==> config.mk <==
export PLATFORM = sky130hd
export DESIGN_NAME = ws2812_serializer
export DESIGN_NICKNAME = d
export VERILOG_FILES = /design/src/rtl/ws2812_serializer.sv
export SDC_FILE = /design/constraint.sdc
export NUM_CORES = 1
export LEC_CHECK = 0
export BUFFER_PORTS_ARGS = -buffer_cell sky130_fd_sc_hd__buf_4
export CAP_MARGIN = 20
export CORE_MARGIN = 2
export CORE_UTILIZATION = 62
export CTS_CLUSTER_DIAMETER = 120
export CTS_CLUSTER_SIZE = 8
export DETAILED_ROUTE_END_ITERATION = 16
export PLACE_DENSITY = 0.83
export SYNTH_ARGS = -nofsm -noshare
export SYNTH_HDL_FRONTEND = slang
export SYNTH_SLANG_ARGS = --single-unit
==> constraint.sdc <==
create_clock -name clock -period 7.2 [get_ports clock]
set_input_delay 0.72 -clock clock [delete_from_list [all_inputs] [get_ports clock]]
set_output_delay 0.72 -clock clock [all_outputs]
set_load 0.01 [all_outputs]
==> src/rtl/ws2812_serializer.sv <==
// WS2812 strip driver: fetches NUM_LEDS pixels over a valid/ready handshake and
// emits each as 24 GRB-ordered, pulse-width-coded bits, followed by a latch gap.
module ws2812_serializer #(
  parameter int NUM_LEDS  = 8,
  parameter int T0H       = 20,
  parameter int T1H       = 40,
  parameter int BIT_CYC   = 63,
  parameter int LATCH_CYC = 3000
) (
  input  logic        clock,
  input  logic        reset_n,
  input  logic        frame_start,
  input  logic [23:0] cor_led,
  input  logic        cor_valid,
  output logic        cor_ready,
  output logic [7:0]  led_idx,
  output logic        dout,
  output logic        busy,
  output logic        frame_done
);

  localparam int CW = (BIT_CYC > 1) ? $clog2(BIT_CYC) : 1;
  localparam int LW = (LATCH_CYC > 1) ? $clog2(LATCH_CYC) : 1;

  localparam logic [CW-1:0] BIT_LAST   = CW'(BIT_CYC - 1);
  localparam logic [CW-1:0] T0H_C      = CW'(T0H);
  localparam logic [CW-1:0] T1H_C      = CW'(T1H);
  localparam logic [LW-1:0] LATCH_LAST = LW'(LATCH_CYC - 1);
  localparam logic [7:0]    LED_LAST   = 8'(NUM_LEDS - 1);

  typedef enum logic [1:0] {
    IDLE  = 2'd0,
    FETCH = 2'd1,
    SEND  = 2'd2,
    LATCH = 2'd3
  } state_t;

  state_t        state_q, state_d;
  logic [23:0]   shift_q, shift_d;
  logic [4:0]    bit_cnt_q, bit_cnt_d;
  logic [CW-1:0] cyc_cnt_q, cyc_cnt_d;
  logic [LW-1:0] latch_cnt_q, latch_cnt_d;
  logic [7:0]    led_idx_q, led_idx_d;
  logic          dout_q, dout_d;
  logic          cor_ready_q, cor_ready_d;
  logic          frame_done_q, frame_done_d;
  logic [CW-1:0] high_len;

  always_ff @(posedge clock) begin
    if (!reset_n) begin
      state_q      <= IDLE;
      shift_q      <= '0;
      bit_cnt_q    <= '0;
      cyc_cnt_q    <= '0;
      latch_cnt_q  <= '0;
      led_idx_q    <= '0;
      dout_q       <= 1'b0;
      cor_ready_q  <= 1'b0;
      frame_done_q <= 1'b0;
    end else begin
      state_q      <= state_d;
      shift_q      <= shift_d;
      bit_cnt_q    <= bit_cnt_d;
      cyc_cnt_q    <= cyc_cnt_d;
      latch_cnt_q  <= latch_cnt_d;
      led_idx_q    <= led_idx_d;
      dout_q       <= dout_d;
      cor_ready_q  <= cor_ready_d;
      frame_done_q <= frame_done_d;
    end
  end

  always_comb begin
    state_d     = state_q;
    shift_d     = shift_q;
    bit_cnt_d   = bit_cnt_q;
    cyc_cnt_d   = cyc_cnt_q;
    latch_cnt_d = latch_cnt_q;
    led_idx_d   = led_idx_q;

    case (state_q)
      IDLE: begin
        if (frame_start) begin
          state_d   = FETCH;
          led_idx_d = 8'd0;
        end
      end

      FETCH: begin
        if (cor_valid && cor_ready_q) begin
          shift_d   = {cor_led[15:8], cor_led[23:16], cor_led[7:0]};
          bit_cnt_d = 5'd23;
          cyc_cnt_d = '0;
          state_d   = SEND;
        end
      end

      SEND: begin
        if (cyc_cnt_q == BIT_LAST) begin
          cyc_cnt_d = '0;
          if (bit_cnt_q == 5'd0) begin
            if (led_idx_q < LED_LAST) begin
              led_idx_d = led_idx_q + 8'd1;
              state_d   = FETCH;
            end else begin
              latch_cnt_d = '0;
              state_d     = LATCH;
            end
          end else begin
            bit_cnt_d = bit_cnt_q - 5'd1;
            shift_d   = {shift_q[22:0], 1'b0};
          end
        end else begin
          cyc_cnt_d = cyc_cnt_q + CW'(1);
        end
      end

      LATCH: begin
        if (latch_cnt_q == LATCH_LAST) begin
          latch_cnt_d = '0;
          state_d     = IDLE;
        end else begin
          latch_cnt_d = latch_cnt_q + LW'(1);
        end
      end

      default: state_d = IDLE;
    endcase
  end

  // Outputs are derived from the next state so they come straight out of flops
  // yet line up with the state they describe; frame_done marks the final latch cycle.
  always_comb begin
    high_len     = shift_d[23] ? T1H_C : T0H_C;
    dout_d       = (state_d == SEND) && (cyc_cnt_d < high_len);
    cor_ready_d  = (state_d == FETCH);
    frame_done_d = (state_d == LATCH) && (latch_cnt_d == LATCH_LAST);
  end

  assign dout       = dout_q;
  assign cor_ready  = cor_ready_q;
  assign frame_done = frame_done_q;
  assign led_idx    = led_idx_q;
  assign busy       = (state_q != IDLE);

endmodule

==> run_results.csv <==
group,metric,value,unit
clock_tree,cts_resized,0,
worst_setup_path,critPathMaxFanout,24,
power,powerDensity,187.3,mW/mm2
layout,nFillCells,441,
worst_setup_path,end_kind,"register",
timing,fin_skew,8.342,ps
layout,multiInputGateArea,0.001897,mm2
clock_tree,path_clk_slew,60,ps
clock_tree,clkLatencyLatePin,340,ps
global_routing,grt_antenna_before_repair,0,
layout,fin_area,0.003752,mm2
global_routing,first_global_vias,2818,
layout,syn2layout_area_growth,15.30,%
timing,maxSlewViolCount,0,
placement,numPortBuffers,39,
drt,routed_wl,7426,um
die,die_w,76.45,um
worst_setup_path,critPathSlowestCell,"ha_1",
power,clockPowerShare,44.9,%
synthesis,syn-cell-area,0.003254,mm2
clock_tree,post-cts-setup-buffers,0,
placement,dp_hpwl,5051,um
worst_setup_path,start_kind,"register",
power,seqPwrFrac,48.0,%
clock_tree,root_buffer,"clkbuf_8",
power,p_sw,0.0001580,W
die,io_pins,40,
status,status,"complete, no violations",
global_routing,grt_pass1_wl,12650,um
power,combPwrFrac,7.0,%
worst_setup_path,crit_type,"reg2reg",
clock_tree,cts_tree,"built",
power,ir_drop,129.4,uV
placement,place_congestion,0.9128,
timing,finalCritPeriodShare,46.15,%
synthesis,synthFlopType,"dfxtp_1",
worst_setup_path,endpoint,"dout",
die,design.die.area,0.005845,mm2
worst_setup_path,cp_data_arrival_time,3570,ps
clock_tree,clockBufferDepth,2,
layout,antennaDiodeCount,0,
die,initial_core_util,64.13,%
synthesis,async_flop_share,0,%
timing,finalSetupViolations,0,
drt,drtIter0Drc,160,
synthesis,yosys_warnings,0,
synthesis,synth.yosys.seq_area_share,36.91,%
power,netSwitchingFraction,22.48,%
synthesis,synth_nets,439,
clock_tree,cts_inserted_buffers,9,
layout,nNetsFinal,468,
layout,register_area,0.001201,mm2
placement,dpl_cell_area,0.003550,mm2
timing,max_freq,0.3009,GHz
clock_tree,htree_levels,3,
die,die_y,76.45,um
worst_setup_path,crit_chain,"inv_1 -> ha_1 -> inv_1 -> nor4_2 -> buf_4 -> a22oi_1 -> o21ai_0 -> inv_1 -> ha_1 -> a221o_1 -> nor4_1",
synthesis,synth-seq-cells,60,
synthesis,synth_edf_count,0,
worst_setup_path,cp.required,7450,ps
timing,hold_ws,469.1,ps
worst_setup_path,max_stage_delay,370,ps
global_routing,overflow,0,
power,leakagePower,1.397,nW
worst_setup_path,r2r-start,"state_q[0]",
clock_tree,cts_num_sinks,60,
drt,drc,0,
global_routing,grt_max_degree,32,
flow_run,drv_cap,0,
die,core,0.005075,mm2
worst_setup_path,ff2ff_path_depth,11,
drt,ant_nets,0,
timing,tns,0,ps
drt,wl_per_cell,14.85,um
timing,hold_viol_final,0,
global_routing,track_usage,26.55,%
power,p_int,0.0005447,W
synthesis,synthCells,397,
drt,vias_per_cell,6.112,
timing,max_slew_margin,31.02,%
worst_setup_path,r2r_end,"dout",
die,num_rows,26,
drt,dr_total_vias,3056,
timing,tightest_slew,1035,ps
drt,first_pass_iters,5,
clock_tree,ctsHoldBuffers,0,
worst_setup_path,crit_start,"state_q[0]",
synthesis,post_synth.cell_area_avg,8.197,um2
timing,rsz0062_at_grt,"no",
layout,layout-drive-gt1-share,15.35,%
min_path,hold_path.class,"reg2reg",
synthesis,synth.distinct_cells,57,
worst_setup_path,path_common_cell,"inv_1",
worst_setup_path,worst-r2r-setup-slack,3880,ps
timing,fin_crit,3323,ps
-- worst min-delay path by stage --
stage | from | end | slack, ps | cells after the start
after CTS | shift_q[0] | shift_q[0] | 460 | 2
after detailed placement | shift_q[0] | shift_q[0] | 450 | 2
after global placement | shift_q[0] | shift_q[0] | 450 | 2
after floorplan | shift_q[0] | shift_q[0] | 430 | 2
after global routing | shift_q[0] | shift_q[0] | 500 | 2
final | shift_q[0] | shift_q[0] | 470 | 2
-- per-layer routing --
| layer | vias up | GRT usage (%) | wire (um) |
|---|---|---|---|
| met2 | 115 | 43.54 | 3428 |
| met3 | 17 | 5.687 | 493 |
| li1 | 1502 | - | - |
| met5 | - | 0 | 0 |
| met1 | 1422 | 32.86 | 3313 |
| met4 | 0 | 13.64 | 190 |
-- Yosys cell counts (2+ instances only) --
cell type	count	share of area, %
nor3_1	7	1.1
a21oi_1	25	3.8
nand4_1	6	1.2
xnor2_1	2	0.54
inv_1	15	1.7
and2_1	28	5.4
nor2b_1	3	0.58
a21boi_0	2	0.46
and4_1	2	0.54
and3_1	6	1.2
a22oi_1	24	5.5
nand2_1	36	4.2
o21ai_0	37	5.7
a211oi_1	6	1.4
nor2_1	30	3.5
a41oi_1	3	0.81
xor2_1	5	1.3
buf_2	3	0.46
a32o_1	2	0.62
or4_1	2	0.46
a221o_1	2	0.62
a31oi_1	5	0.96
or2_2	2	0.38
o31a_1	3	0.81
dfxtp_1	60	37
o221ai_1	2	0.54
or3_1	4	0.77
ha_1	14	5.4
nor4_1	4	0.77
nand3_1	12	1.8
clkbuf_1	17	2.0
buf_6	2	0.69
nor4_2	2	0.77
-- metrics by stage --
step                      cells  total power [W]  utilization [%]  setup WS [ps]
after global placement      485        0.0003933            69.95           4010
final                       500        0.0007027            73.94           3877
after CTS                   500        0.0007045            73.94           3901
after global routing        500        0.0007236            73.94           3553
after detailed placement    485        0.0003936            69.95           3920
after floorplan             397        0.0003727                -           4374
-- critical path, delay by kind of cell (launching register included) --
kind | cells | cell delay, ps
adders and majority gates | 2 | 710
DFF | 1 | 350
AOI/OAI and AO/OA | 3 | 790
buffers and inverters | 4 | 800
and+or+nand+nor | 2 | 570
-- cell type report --
class	instances	area share, %
well taps	70	2.334
clock inverters	1	0.8003
clock buffers	14	4.602
inverters	15	1.500
repair buffers	41	8.203
flip-flops and latches	60	32.01
multi-input cells	299	50.55
-- registers in the layout, indices dropped and copies added (netlist names), 2 cells and up --
name and cells:
latch_cnt_q 12, state_q 2, led_idx 8, shift_q 24, cyc_cnt_q 6, bit_cnt_q 5
-- cells in the final DEF, fill, tap and decap left out, types with 14 or more instances in the layout --
cell      n
a21oi_1  25
a22oi_1  24
and2_1   28
buf_4    41
dfxtp_1  60
ha_1     14
inv_1    15
nand2_1  36
nor2_1   30
o21ai_0  37
-- power by group through the flow --
stage	Combinational, W	Clock [W]	Sequential (W)
after detailed placement	0.0000488	0	0.000345
after floorplan	0.0000281	0	0.000345
after global routing	0.0000545	0.000332	0.000338
final	0.0000495	0.000316	0.000337
after CTS	0.0000491	0.000318	0.000337
after global placement	0.0000487	0	0.000345
-- logic make-up (layout without fill, tap and decap cells) --
| logic type | after synthesis | after routing | synth area share [%] |
|---|---|---|---|
| XOR/XNOR | 7 | 7 | 1.884 |
| AND/OR/NAND/NOR | 154 | 154 | 26.03 |
| AO/OA/AOI/OAI | 124 | 124 | 24.80 |
| flip-flops | 60 | 60 | 36.91 |
| adder cells (fa/ha/maj) | 14 | 14 | 5.383 |
| buffers and inverters | 38 | 71 | 4.998 |
No activity file was read; power rests on OpenSTA's default activity.
